[src/rtl/hazard_tag_pipe_pkg.sv]
// Shared stage-record layout, bubble constant and T_new helpers for hazard_tag_pipe.
package hazard_tag_pipe_pkg;

   localparam int REG_W  = 5;
   localparam int TNEW_W = 2;

   // T_new encodings as seen on entry to E
   localparam logic [TNEW_W-1:0] T_NEW_NONE = 2'd0;
   localparam logic [TNEW_W-1:0] T_NEW_ALU  = 2'd1;
   localparam logic [TNEW_W-1:0] T_NEW_LOAD = 2'd2;

   typedef struct packed {
      logic [REG_W-1:0]  rs;
      logic [REG_W-1:0]  rt;
      logic [REG_W-1:0]  wreg;
      logic [TNEW_W-1:0] t_new;
      logic              grf_we;
      logic              is_lw;
      logic              is_sw;
      logic              valid;
   } tag_rec_t;

   localparam tag_rec_t TAG_BUBBLE = '0;

   function automatic logic [TNEW_W-1:0] satdec(input logic [TNEW_W-1:0] x);
      return (x == '0) ? '0 : x - TNEW_W'(1);
   endfunction

endpackage

[src/rtl/hazard_tag_stage.sv]
// One pipeline stage register for a hazard tag record.
// Optional bubble injection on entry and saturating T_new decrement while advancing.
module hazard_tag_stage
   import hazard_tag_pipe_pkg::*;
(
   input  logic     clk,
   input  logic     reset,
   input  tag_rec_t rec_in,
   input  logic     bubble,
   input  logic     dec_en,
   output tag_rec_t rec_out
);

   tag_rec_t rec_nxt;

   // Bubble select wins so unknown inputs never reach the register
   always_comb begin
      rec_nxt = rec_in;
      if (dec_en) begin
         rec_nxt.t_new = satdec(rec_in.t_new);
      end
      if (bubble) begin
         rec_nxt = TAG_BUBBLE;
      end
   end

   always_ff @(posedge clk or posedge reset) begin
      if (reset) begin
         rec_out <= TAG_BUBBLE;
      end else begin
         rec_out <= rec_nxt;
      end
   end

endmodule

[src/rtl/hazard_tag_pipe.sv]
// Carries per-instruction hazard tags through E, M and W for the stall/forwarding controller.
// All outputs registered; stall freezes D upstream and injects a bubble into E; also keeps statistics.
module hazard_tag_pipe #(
   parameter int TNEW_W = 2,
   parameter int CNT_W  = 32
) (
   input  logic              clk,
   input  logic              reset,
   input  logic              stall,
   input  logic              D_valid,
   input  logic [4:0]        D_rs,
   input  logic [4:0]        D_rt,
   input  logic [4:0]        D_Wreg,
   input  logic              D_GRF_WE,
   input  logic              D_is_LW,
   input  logic              D_is_SW,
   input  logic [TNEW_W-1:0] D_T_new_E,
   output logic [4:0]        E_rs,
   output logic [4:0]        E_rt,
   output logic [4:0]        E_Wreg,
   output logic [TNEW_W-1:0] E_T_new,
   output logic              E_GRF_WE,
   output logic              E_is_LW,
   output logic              E_is_SW,
   output logic              E_valid,
   output logic [4:0]        M_rs,
   output logic [4:0]        M_rt,
   output logic [4:0]        M_Wreg,
   output logic [TNEW_W-1:0] M_T_new,
   output logic              M_GRF_WE,
   output logic              M_is_LW,
   output logic              M_is_SW,
   output logic              M_valid,
   output logic [4:0]        W_rs,
   output logic [4:0]        W_rt,
   output logic [4:0]        W_Wreg,
   output logic [TNEW_W-1:0] W_T_new,
   output logic              W_GRF_WE,
   output logic              W_is_LW,
   output logic              W_valid,
   output logic [CNT_W-1:0]  cnt_cycle,
   output logic [CNT_W-1:0]  cnt_stall,
   output logic [CNT_W-1:0]  cnt_retire
);

   import hazard_tag_pipe_pkg::*;

   localparam logic [CNT_W-1:0] CNT_ZERO = '0;

   tag_rec_t d_rec;
   tag_rec_t e_rec;
   tag_rec_t m_rec;
   tag_rec_t w_rec;
   logic     e_bubble;
   logic     d_writes;
   logic     w_unused_sw;

   // A write to $0 is folded into "no write" so it can never match a source
   assign d_writes = D_GRF_WE && (D_Wreg != 5'd0);
   assign e_bubble = stall || !D_valid;

   always_comb begin
      d_rec        = TAG_BUBBLE;
      d_rec.rs     = D_rs;
      d_rec.rt     = D_rt;
      d_rec.wreg   = d_writes ? D_Wreg : 5'd0;
      d_rec.t_new  = D_T_new_E;
      d_rec.grf_we = d_writes;
      d_rec.is_lw  = D_is_LW;
      d_rec.is_sw  = D_is_SW;
      d_rec.valid  = 1'b1;
   end

   hazard_tag_stage u_stage_e (
      .clk     (clk),
      .reset   (reset),
      .rec_in  (d_rec),
      .bubble  (e_bubble),
      .dec_en  (1'b0),
      .rec_out (e_rec)
   );

   hazard_tag_stage u_stage_m (
      .clk     (clk),
      .reset   (reset),
      .rec_in  (e_rec),
      .bubble  (1'b0),
      .dec_en  (1'b1),
      .rec_out (m_rec)
   );

   hazard_tag_stage u_stage_w (
      .clk     (clk),
      .reset   (reset),
      .rec_in  (m_rec),
      .bubble  (1'b0),
      .dec_en  (1'b1),
      .rec_out (w_rec)
   );

   assign E_rs     = e_rec.rs;
   assign E_rt     = e_rec.rt;
   assign E_Wreg   = e_rec.wreg;
   assign E_T_new  = e_rec.t_new;
   assign E_GRF_WE = e_rec.grf_we;
   assign E_is_LW  = e_rec.is_lw;
   assign E_is_SW  = e_rec.is_sw;
   assign E_valid  = e_rec.valid;

   assign M_rs     = m_rec.rs;
   assign M_rt     = m_rec.rt;
   assign M_Wreg   = m_rec.wreg;
   assign M_T_new  = m_rec.t_new;
   assign M_GRF_WE = m_rec.grf_we;
   assign M_is_LW  = m_rec.is_lw;
   assign M_is_SW  = m_rec.is_sw;
   assign M_valid  = m_rec.valid;

   assign W_rs     = w_rec.rs;
   assign W_rt     = w_rec.rt;
   assign W_Wreg   = w_rec.wreg;
   assign W_T_new  = w_rec.t_new;
   assign W_GRF_WE = w_rec.grf_we;
   assign W_is_LW  = w_rec.is_lw;
   assign W_valid  = w_rec.valid;
   // Stores never write back, so W has no use for the store flag
   assign w_unused_sw = w_rec.is_sw;

   // Retirement is counted on the edge where the W occupant leaves
   always_ff @(posedge clk or posedge reset) begin
      if (reset) begin
         cnt_cycle  <= CNT_ZERO;
         cnt_stall  <= CNT_ZERO;
         cnt_retire <= CNT_ZERO;
      end else begin
         cnt_cycle  <= cnt_cycle + {{(CNT_W-1){1'b0}}, 1'b1};
         cnt_stall  <= cnt_stall + {{(CNT_W-1){1'b0}}, stall};
         cnt_retire <= cnt_retire + {{(CNT_W-1){1'b0}}, w_rec.valid};
      end
   end

endmodule

[config.mk]
export PLATFORM = sky130hd
export DESIGN_NAME = hazard_tag_pipe
export DESIGN_NICKNAME = d
export VERILOG_FILES = /design/src/rtl/hazard_tag_pipe_pkg.sv /design/src/rtl/hazard_tag_stage.sv /design/src/rtl/hazard_tag_pipe.sv
export SDC_FILE = /design/constraint.sdc
export NUM_CORES = 1
export LEC_CHECK = 0
export ABC_AREA = 1
export CORE_ASPECT_RATIO = 1.25
export CORE_MARGIN = 3
export CORE_UTILIZATION = 23
export DETAILED_ROUTE_END_ITERATION = 7
export PLACE_DENSITY = 0.44
export SLEW_MARGIN = 25
export SYNTH_ARGS = -nofsm -noshare
export SYNTH_HDL_FRONTEND = slang
export SYNTH_HIERARCHICAL = 1
export SYNTH_SLANG_ARGS = --single-unit
export TNS_END_PERCENT = 1
[constraint.sdc]
create_clock -name clk -period 4.2 [get_ports clk]
set_input_delay 0.84 -clock clk [delete_from_list [all_inputs] [get_ports clk]]
set_output_delay 0.84 -clock clk [all_outputs]
set_load 0.03 [all_outputs]
* Word level (Yosys, flattened, before mapping)
Cells that the tools add are included.
W data, S select, Z words.
** Storage, ports and cells
- Flip-flop bits (word level) :: 158
- Input bits :: 24
- Output and inout port bits :: 158
- Logic and storage cells :: 41
** Cells by class
- Add/subtract/negate cells :: 5
- Muxes and demuxes :: 4
- Reduce and logical (&&, ||, !) cells :: 6
** Operator list (count)
- $add A32 B1 Y32 :: 2
- $add A32 B1 Y32 const B :: 1
- $mux W21 :: 1
- $mux W5 :: 1
- $reduce_bool A5 Y1 :: 1
- $logic_not A2 Y1 :: 2
- $mux W2 :: 2
- $sub A2 B1 Y2 const B :: 2
- $logic_and A1 B1 Y1 :: 1
- $logic_not A1 Y1 :: 1
- $logic_or A1 B1 Y1 :: 1

* Depth between registers and ports, before layout
Gate-level depths: netlist of run 1.
- Word-level depth :: 4
- Gate-level depth with buffers :: 9
- Gate-level depth less buffers :: 9

* Cells and area by module
The synthesis of run 1 kept the hierarchy.
** By module, submodules not included
- hazard_tag_pipe :: times used 1, cells an instance 692, area each 5366.4 um2, seq. area each 2402.3 um2
- hazard_tag_stage :: times used 3, cells an instance 71, area each 725.7 um2, seq. area each 525.5 um2

* Worst setup path before layout of run 1
OpenSTA, ideal clock, no wires.
- Kind :: input to register
- From :: input stall
- To :: register cnt_stall[20]
- Setup time :: 0.118 ns
- Data arrival time :: 1.804 ns
- Data required time :: 4.082 ns
- Slack :: 2.278 ns
- Cell stages on the path :: 9
- Path buffers :: 0
- Path through :: ha_1 > ha_1 > nand2_1 > nor2_4 > nand2_2 > nor2_2 > nand2_1 > nand2_1 > nand2_1
** Between the ends
- Word-level cells in the longest chain between the ends :: 1
** Ends and longest elaborated chain
- start: declaration :: RTL line hazard_tag_pipe.sv:9 : input logic stall,
- $add A32 B1 Y32 :: RTL line hazard_tag_pipe.sv:137 : cnt_stall <= cnt_stall + {{(CNT_W-1){1'b0}}, stall};
- end signal: assignment :: RTL line hazard_tag_pipe.sv:137
- end: declaration :: RTL line hazard_tag_pipe.sv:42 : output logic [CNT_W-1:0] cnt_stall,
No other way between the ends.

* Worst setup path in the final report of run 1
- From :: register cnt_cycle[15]
- To :: output cnt_cycle[15]
** RTL lines
- start: declaration :: RTL line hazard_tag_pipe.sv:41 : output logic [CNT_W-1:0] cnt_cycle,
- start signal: assignment :: RTL line hazard_tag_pipe.sv:136 : cnt_cycle <= cnt_cycle + {{(CNT_W-1){1'b0}}, 1'b1};
No word-level cell between the ends.

==> results.py, run 1 <==
metrics = {
    "cells_and_area": {
        "nets": 1136,
        "num_antenna_cells": 0,
        "area_growth_pct": 39.90,
        "drive_gt1_share_pct": 8.132,
    },
    "worst_hold_path": {
        "hp-start": "u_stage_e/rec_out[12]$_DFF_PP0_",
        "min_path_type": "flip-flop to flip-flop",
        "hold_depth": 2,
    },
    "power_and_ir_drop": {
        "combPwrFrac_pct": 10.8,
        "p_int_w": 0.002809,
        "powerDensity_nw_per_um2": 362.9,
        "pwr-share-seq_pct": 43.1,
        "swShare_pct": 26.32,
        "ir_drop_uv": 246.9,
        "clkPwrFrac_pct": 46.1,
        "leakagePower_nw": 4.796,
        "switching_power_w": 0.001004,
    },
    "floorplan": {
        "die_width_um": 167.6,
        "die_area_um2": 34870,
        "core_um2": 31970,
        "initial_utilization_pct": 23.50,
        "die_h_um": 208.0,
        "rows": 73,
        "boundaryPins": 182,
    },
    "timing": {
        "post-route-worst-setup-slack_ns": 1.691,
        "finalSetupTns_ns": 0,
        "tightestPinTransition_ns": 0.8436,
        "finClkSkew_ns": 0.01144,
        "max_clock_freq_mhz": 398.5,
        "final_hold_viol_count": 0,
        "finalCriticalPeriod_ns": 2.509,
        "rsz0062_at_grt": "false",
        "hold-worst-slack_ns": 0.4917,
        "slew_viol_final": 0,
        "final-setup-viol-count": 0,
        "fin_crit_sh_pct": 59.74,
        "slew_headroom_pct": 43.70,
    },
    "drt": {
        "drt_iter0_drc": 200,
        "drt-total-wl_um": 20990,
        "drc_errors": 0,
        "wire_per_inst_um": 13.71,
        "first_pass_iters": 6,
        "routed_via_density": 3.858,
        "antenna_left": 0,
        "vias": 5906,
    },
    "clock_tree": {
        "cts_resized": 0,
        "post_cts_buffers": 0,
        "ctsRootBufferMaster": "clkbuf_16",
        "clkLatencyLatePin_ns": 0.43,
        "cts_buffers": 17,
        "cts_hold_buf": 0,
        "clkSinkCount": 158,
        "clkTransAtPathRegs_ns": 0.07,
        "cts.htree.levels": 4,
        "cts_tree": "done",
        "clockBufferDepth": 2,
    },
    "run_status": {
        "status": "finished, final reports clean",
    },
    "critical_path": {
        "crit_path_end_kind": "primary output",
        "rr_startpoint": "cnt_retire[0]$_DFF_PP0_",
        "critPathKind": "flip-flop to primary output",
        "crit_end": "cnt_cycle[15]",
        "cp_slowest_cell": "clkdlybuf4s50_1",
        "critPathMaxStageDelay_ns": 0.73,
        "start_kind": "flip-flop",
        "crit_buf_inv": 1,
        "path_cells": "clkdlybuf4s50_1",
        "rr_endpoint": "cnt_retire[30]$_DFF_PP0_",
        "critPathLaunch": "cnt_cycle[15]$_DFF_PP0_",
        "critPathTopFamily": "buffers and inverters",
        "crit_arrival_ns": 1.67,
        "rrSetupSlack_ns": 2.59,
        "rr_worst_depth": 9,
        "cp_max_fo": 4,
        "required_ns": 3.36,
        "worstSetupPathDepth": 1,
    },
    "grt": {
        "antenna_found_initial": 0,
        "grt_max_degree": 45,
        "grt_busiest_layer": "met2",
        "grt_use_met1_pct": 14.96,
        "grt_pass1_vias": 6074,
        "gr-usage-met2_pct": 21.23,
        "gr-total-overflow": 0,
        "use_met3_pct": 3.592,
        "grt_usage_pct": 12.40,
        "grt_pass1_wl_um": 33970,
    },
    "run": {
        "drv_cap": 0,
    },
    "place": {
        "portBuffers": 181,
        "place_ws_ns": 1.652,
        "place_hpwl_um": 16600,
        "routabilityCongestion": 0.7888,
    },
    "yosys": {
        "syn_inst": 902,
        "syn_avg_cell_area_um2": 8.327,
        "netlist_area_um2": 7511,
        "yosysWarnings": 6,
    },
}
[metal layers]
metal	routed length, µm	up-vias
li1	-	3073
met1	9147	2682
met2	10390	133
met3	1123	18
met4	333	0
met5	0	-
[through the flow]
| stage | util [%] | area, µm² | power, W | cells |
|---|---|---|---|---|
| finish | 32.87 | 10510 | 0.003813 | 1531 |
| global route | 32.87 | 10510 | 0.003987 | 1531 |
| CTS | 32.87 | 10510 | 0.003895 | 1531 |
| detailed placement | 30.81 | 9849 | 0.002093 | 1499 |
| global placement | 30.81 | 9849 | 0.002094 | 1499 |
| floorplan | - | 7541 | 0.001895 | 910 |
[cell type report]
| cell class | count | area, µm² |
|---|---|---|
| Tap cell | 412 | 515.5 |
| Inverter | 134 | 505.5 |
| Multi-Input combinational cell | 612 | 3035 |
| Clock buffer | 17 | 425.4 |
| Fill cell | 3433 | 21460 |
| Sequential cell | 158 | 3954 |
| Timing Repair Buffer | 183 | 1839 |
| Clock inverter | 15 | 232.7 |
[how the worst min path moves through the flow]
stage                                           end  slack, ns
floorplan            u_stage_m/rec_out[0]$_DFF_PP0_       0.63
global placement    u_stage_m/rec_out[18]$_DFF_PP0_       0.48
detailed placement  u_stage_m/rec_out[12]$_DFF_PP0_       0.48
CTS                 u_stage_w/rec_out[13]$_DFF_PP0_       0.49
global route        u_stage_w/rec_out[11]$_DFF_PP0_       0.52
finish              u_stage_m/rec_out[12]$_DFF_PP0_       0.49
[power groups by stage]
stage | combinational [W] | clock [W] | sequential (W)
5_1_grt | 0.000445 | 0.00189 | 0.00165
4_1_cts | 0.000420 | 0.00183 | 0.00165
6_report | 0.000411 | 0.00176 | 0.00164
3_3_place_gp | 0.000418 | 0 | 0.00168
2_1_floorplan | 0.000117 | 0 | 0.00178
3_5_place_dp | 0.000417 | 0 | 0.00168
[sequential cells by signal (all words and copies together) (netlist names)]
signal and flops:
cnt_cycle 32, cnt_retire 32, cnt_stall 32, u_stage_e/rec_out 21, u_stage_m/rec_out 21, u_stage_w/rec_out 20
[cells in the final DEF, fill, tap and decap left out, types with 3 or more instances in the layout]
| cell | instances |
|---|---|
| nand2_1 | 277 |
| clkdlybuf4s50_1 | 181 |
| nor2_1 | 167 |
| dfrtp_1 | 158 |
| inv_1 | 133 |
| xor2_1 | 30 |
| nand3b_1 | 25 |
| nand3_1 | 24 |
| nor2_4 | 19 |
| clkbuf_16 | 17 |
| nand2_2 | 16 |
| xnor2_1 | 13 |
| nor2_2 | 11 |
| conb_1 | 10 |
| ha_1 | 6 |
| bufinv_16 | 5 |
| nor2_8 | 4 |
| inv_6 | 4 |
| nand2_4 | 3 |
| clkinv_4 | 3 |
[tightest hold or removal path, stage by stage (launching register included)]
cell and delay (ns):
dfrtp_1 0.34, inv_1 0.04, nor2_1 0.07
Power figures use the tool's default switching activity.
==> run 2, diff against run 1 <==
- clock period: 4.2 -> 2.6 ns (I/O delays scaled with it)
==> run 2 against run 1 <==
Against the previous run: final area down 0.33%; non-clock buffer count up 2; clock-buffer cell count up 2; via count up 1.4%; clock skew down 0.0024 ns; worst setup slack worse by 1.2 ns; combinational power up 64%; global-route usage down 0.20 points; utilization down 0.11 points; critical path depth unchanged; flip-flop and latch count unchanged.
==> results.py, run 2 (synthesis results as in run 1) <==
metrics = {
    "critical_path": {
        "rrSetupSlack_ns": 0.94,
        "critPathTopFamily": "buffers and inverters",
        "critPathMaxStageDelay_ns": 0.73,
        "rr_startpoint": "u_stage_w/rec_out[0]$_DFF_PP0_",
        "start_kind": "flip-flop",
        "critPathKind": "flip-flop to primary output",
        "cp_max_fo": 5,
        "required_ns": 2.08,
        "crit_arrival_ns": 1.63,
        "crit_path_end_kind": "primary output",
        "crit_buf_inv": 1,
        "rr_worst_depth": 9,
        "cp_slowest_cell": "clkdlybuf4s50_1",
        "rr_endpoint": "cnt_retire[30]$_DFF_PP0_",
        "path_cells": "clkdlybuf4s50_1",
    },
    "drt": {
        "vias": 5988,
        "routed_via_density": 3.906,
        "first_pass_iters": 4,
        "antenna_left": 0,
        "drt_iter0_drc": 190,
        "drt-total-wl_um": 20710,
        "drc_errors": 0,
        "wire_per_inst_um": 13.51,
    },
    "power_and_ir_drop": {
        "finalPower_w": 0.005957,
        "ir_drop_uv": 495.1,
        "powerDensity_nw_per_um2": 568.8,
        "leakagePower_nw": 4.770,
    },
    "place": {
        "placed_cell_area_um2": 9866,
        "routabilityCongestion": 0.7941,
        "portBuffers": 181,
        "place_hpwl_um": 16160,
    },
    "grt": {
        "grt_pass1_vias": 6021,
        "grt_max_degree": 97,
        "antenna_found_initial": 0,
        "gr-total-overflow": 0,
        "grt_pass1_wl_um": 33550,
        "grt_usage_pct": 12.20,
    },
    "timing": {
        "finClkSkew_ns": 0.009077,
        "max_clock_freq_mhz": 465.5,
        "rsz0062_at_grt": "false",
        "finalCriticalPeriod_ns": 2.148,
        "final-setup-viol-count": 0,
        "tightestPinTransition_ns": 0.7704,
        "slew_headroom_pct": 48.58,
        "final_hold_viol_count": 0,
        "slew_viol_final": 0,
        "finalSetupTns_ns": 0,
        "fin_crit_sh_pct": 82.62,
    },
    "floorplan": {
        "die_area_um2": 34870,
        "core_um2": 31970,
        "initial_utilization_pct": 23.50,
        "die_width_um": 167.6,
        "rows": 73,
        "die_h_um": 208.0,
        "boundaryPins": 182,
    },
    "cells_and_area": {
        "final_area_um2": 10470,
        "num-fill-cells": 3392,
        "layout_commonest_cell": "nand2_1",
        "area_growth_pct": 39.43,
        "largestRegisters": "cnt_cycle (32), cnt_retire (32), cnt_stall (32)",
        "num_antenna_cells": 0,
        "drive_gt1_share_pct": 8.207,
        "nets": 1138,
        "mostFrequentLayoutCells": "nand2_1 (277), clkdlybuf4s50_1 (181), nor2_1 (167)",
    },
    "clock_tree": {
        "cts_hold_buf": 0,
        "clkTransAtPathRegs_ns": 0.07,
        "clkLatencyLatePin_ns": 0.43,
        "clockBufferDepth": 2,
        "cts_buffers": 17,
        "ctsRootBufferMaster": "clkbuf_16",
        "clkSinkCount": 158,
        "cts_resized": 0,
        "post_cts_buffers": 0,
        "cts.htree.levels": 4,
        "cts_tree": "done",
    },
    "run": {
        "drv_cap": 0,
    },
    "worst_hold_path": {
        "hold_end": "u_stage_w/rec_out[11]$_DFF_PP0_",
        "hold_depth": 2,
        "hp-start": "u_stage_m/rec_out[11]$_DFF_PP0_",
        "min_path_type": "flip-flop to flip-flop",
    },
    "run_status": {
        "status": "finished, final reports clean",
    },
}
## run 2: metrics by stage
stage / hold slack [ns] / setup WS (ns) / utilization [%] / cells
floorplan: 0.4838 / 0.9303 / - / 910
global placement: 0.4674 / 0.4054 / 30.86 / 1501
detailed placement: 0.4797 / 0.3882 / 30.86 / 1501
CTS: 0.4882 / 0.4001 / 32.76 / 1533
global route: 0.5109 / 0.3891 / 32.76 / 1533
finish: 0.4872 / 0.4520 / 32.76 / 1533
## run 2: routing by layer
layer  vias up  wire length, µm  GRT usage (%)
li1       3075                -              -
met1      2763             9181          15.10
met2       128            10110          20.37
met3        22             1067          3.554
met4         0              350          4.149
met5         -                0              0
## run 2: area by class of cell
| cell class | count | area (µm²) | share of cell area, % |
|---|---|---|---|
| multi-input cells | 612 | 3035 | 28.98 |
| inverters | 134 | 506.7 | 4.839 |
| clock inverters | 13 | 163.9 | 1.565 |
| repair buffers | 185 | 1854 | 17.71 |
| well taps | 412 | 515.5 | 4.922 |
| clock buffers | 19 | 442.9 | 4.229 |
| flip-flops and latches | 158 | 3954 | 37.75 |
## run 2: where the power goes
| part | total [W] | internal, W | switching [W] |
|---|---|---|---|
| sequential | 0.00265 | 0.00256 | 0.0000957 |
| clock | 0.00263 | 0.00154 | 0.00109 |
| combinational | 0.000672 | 0.000259 | 0.000414 |
| total | 0.00596 | 0.00436 | 0.00160 |
## run 2: worst max-delay path by stage
stage | slack, ns | end | cells past startpoint | from
2_1_floorplan | 0.93 | cnt_retire[20]$_DFF_PP0_ | 9 | u_stage_w/rec_out[0]$_DFF_PP0_
3_3_place_gp | 0.41 | cnt_stall[20]$_DFF_PP0_ | 10 | stall
3_5_place_dp | 0.39 | cnt_stall[28]$_DFF_PP0_ | 10 | stall
4_1_cts | 0.40 | cnt_stall[11] | 1 | cnt_stall[11]$_DFF_PP0_
5_1_grt | 0.39 | cnt_stall[11] | 1 | cnt_stall[11]$_DFF_PP0_
6_report | 0.45 | cnt_stall[22] | 1 | cnt_stall[22]$_DFF_PP0_
## run 2: worst reg2reg max path: stages (launching register included)
cell	delay, ns
dfrtp_1	0.41
ha_1	0.19
ha_1	0.18
nand2_1	0.10
nor2_4	0.17
nand2_2	0.10
nor2_2	0.22
nand2_1	0.08
nand2_1	0.06
nand2_1	0.05
==> run 3, diff against run 2 <==
- PLACE_DENSITY: 0.44 -> 0.46
- clock period: 2.6 -> 1.8 ns (I/O delays scaled with it)
==> run 3 against run 2 <==
Against the previous run: final cell count increased by 1.6%; power grew 38%; wire length rose by 0.77%; non-clock buffer count up 25; clock power rose by 33%; combinational power up 37%; flip-flop and latch count did not move; sequential power increased by 44%; first-iteration DRC count rose by 54%; worst setup slack got worse by 0.36 ns.
==> results.py, run 3 (synthesis results as in run 1) <==
metrics = {
    "run_status": {
        "status": "finished, final reports clean",
    },
    "floorplan": {
        "core_um2": 31970,
        "die_width_um": 167.6,
        "boundaryPins": 182,
        "initial_utilization_pct": 23.50,
        "rows": 73,
        "die_h_um": 208.0,
        "die_area_um2": 34870,
    },
    "critical_path": {
        "critPathMaxStageDelay_ns": 0.41,
        "cp_slowest_cell": "dlygate4sd2_1",
        "crit_buf_inv": 2,
        "critPathKind": "flip-flop to primary output",
        "start_kind": "flip-flop",
        "critPathTopFamily": "buffers and inverters",
        "required_ns": 1.44,
        "path_cells": "buf_4 > dlygate4sd2_1",
        "cp_max_fo": 2,
        "crit_path_end_kind": "primary output",
        "crit_arrival_ns": 1.35,
    },
    "power_and_ir_drop": {
        "p_int_w": 0.005862,
        "switching_power_w": 0.002379,
        "combPwrFrac_pct": 11.2,
        "clkPwrFrac_pct": 42.5,
        "leakagePower_nw": 5.583,
        "swShare_pct": 28.87,
        "powerDensity_nw_per_um2": 789.1,
        "ir_drop_uv": 592.1,
        "pwr-share-seq_pct": 46.3,
        "finalPower_w": 0.008241,
    },
    "clock_tree": {
        "clkLatencyLatePin_ns": 0.43,
        "clkTransAtPathRegs_ns": 0.07,
        "clockBufferDepth": 2,
        "post_cts_buffers": 0,
        "cts.htree.levels": 4,
        "ctsRootBufferMaster": "clkbuf_16",
        "cts_buffers": 17,
        "cts_tree": "done",
        "clkSinkCount": 158,
    },
    "cells_and_area": {
        "multiInputGateArea_um2": 3035,
        "ff_latch_area_um2": 3954,
        "mostFrequentLayoutCells": "nand2_1 (277), nor2_1 (167), dfrtp_1 (158), dlygate4sd2_1 (158), inv_1 (133)",
        "nets": 1163,
        "num-fill-cells": 3461,
        "layout_commonest_cell": "nand2_1",
        "drive_gt1_share_pct": 10.30,
        "num_antenna_cells": 0,
        "area_growth_pct": 39.05,
        "largestRegisters": "cnt_cycle (32), cnt_retire (32), cnt_stall (32)",
    },
    "drt": {
        "drt_iter0_drc": 292,
        "first_pass_iters": 4,
        "wire_per_inst_um": 13.39,
        "routed_via_density": 3.882,
        "drt-total-wl_um": 20860,
        "antenna_left": 0,
        "vias": 6048,
        "drc_errors": 0,
    },
    "grt": {
        "grt_pass1_vias": 6150,
        "antenna_found_initial": 0,
        "gr-total-overflow": 0,
        "grt_max_degree": 40,
        "grt_pass1_wl_um": 33920,
        "grt_usage_pct": 12.34,
    },
    "timing": {
        "hold-worst-slack_ns": 0.3516,
        "finalCriticalPeriod_ns": 1.710,
        "rsz0062_at_grt": "false",
        "final-setup-viol-count": 0,
        "max_clock_freq_mhz": 585.0,
        "final_hold_viol_count": 0,
        "fin_crit_sh_pct": 94.97,
        "finalSetupTns_ns": 0,
        "finClkSkew_ns": 0.01072,
        "slew_viol_final": 0,
    },
    "place": {
        "routabilityCongestion": 0.8113,
        "place_hpwl_um": 16680,
        "portBuffers": 181,
    },
    "worst_hold_path": {
        "min_path_type": "input port to asynchronous set/reset pin",
    },
    "run": {
        "drv_cap": 0,
    },
}
-- run 3: cell count changes in the layout (fill, tap and decap cells not counted) --
cell / delta
buf_12: +2
buf_4: +23
bufinv_16: -3
clkbuf_1: -1
clkdlybuf4s50_1: -158
clkinv_2: -2
dlygate4sd2_1: +158
inv_6: +3
inv_8: +3
-- run 3: cell type report --
cell class | instances | share of cell area, %
Sequential cell | 158 | 37.86
Inverter | 134 | 4.852
Multi-Input combinational cell | 612 | 29.06
Clock buffer | 18 | 4.205
Tap cell | 412 | 4.936
Timing Repair Buffer | 210 | 17.90
Clock inverter | 14 | 1.186
-- run 3: path summary, 6_finish.rpt --
| check | from | endpoint | slack [ns] | cells after the start |
|---|---|---|---|---|
| min in group clk | D_rs[2] | u_stage_e/rec_out[18]$_DFF_PP0_ | 0.43 | 3 |
| setup / recovery | u_stage_w/rec_out[0]$_DFF_PP0_ | W_valid | 0.09 | 2 |
| hold / removal | reset | u_stage_w/rec_out[12]$_DFF_PP0_ | 0.35 | 2 |
| max in group asynchronous | reset | cnt_cycle[14]$_DFF_PP0_ | 0.89 | 3 |
| hold reg to reg | u_stage_e/rec_out[0]$_DFF_PP0_ | u_stage_m/rec_out[0]$_DFF_PP0_ | 0.48 | 2 |
| setup reg to reg | u_stage_w/rec_out[0]$_DFF_PP0_ | cnt_retire[30]$_DFF_PP0_ | 0.21 | 9 |
-- run 3: power by group through the flow --
stage | sequential, W | clock, W | combinational, W
after floorplan | 0.00415 | 0 | 0.000273
after global placement | 0.00389 | 0 | 0.00103
after detailed placement | 0.00389 | 0 | 0.00103
after CTS | 0.00382 | 0.00366 | 0.000939
after global routing | 0.00384 | 0.00380 | 0.00102
final | 0.00382 | 0.00350 | 0.000921
-- run 3: metal layers --
| metal | track usage [%] | vias to the layer above | part of all wire (%) |
|---|---|---|---|
| met5 | 0 | - | 0 |
| met4 | 5.476 | 0 | 3.0 |
| met3 | 3.098 | 29 | 5.1 |
| met2 | 20.42 | 140 | 48 |
| met1 | 15.21 | 2756 | 44 |
| li1 | - | 3123 | - |
-- run 3: through the flow --
step | cells | setup WS [ns] | area [µm²] | util, %
final | 1558 | 0.09049 | 10440 | 32.67
after detailed placement | 1526 | -0.2380 | 10080 | 31.53
after CTS | 1558 | 0.04282 | 10440 | 32.67
after global routing | 1558 | 0.02752 | 10440 | 32.67
after floorplan | 910 | 0.1303 | 7545 | -
after global placement | 1526 | -0.2420 | 10080 | 31.53
-- run 3: repair_timing --
item,in CTS,in global routing
setup endpoints to repair,158,0
hold buffers,0,0
resized for setup,158,0
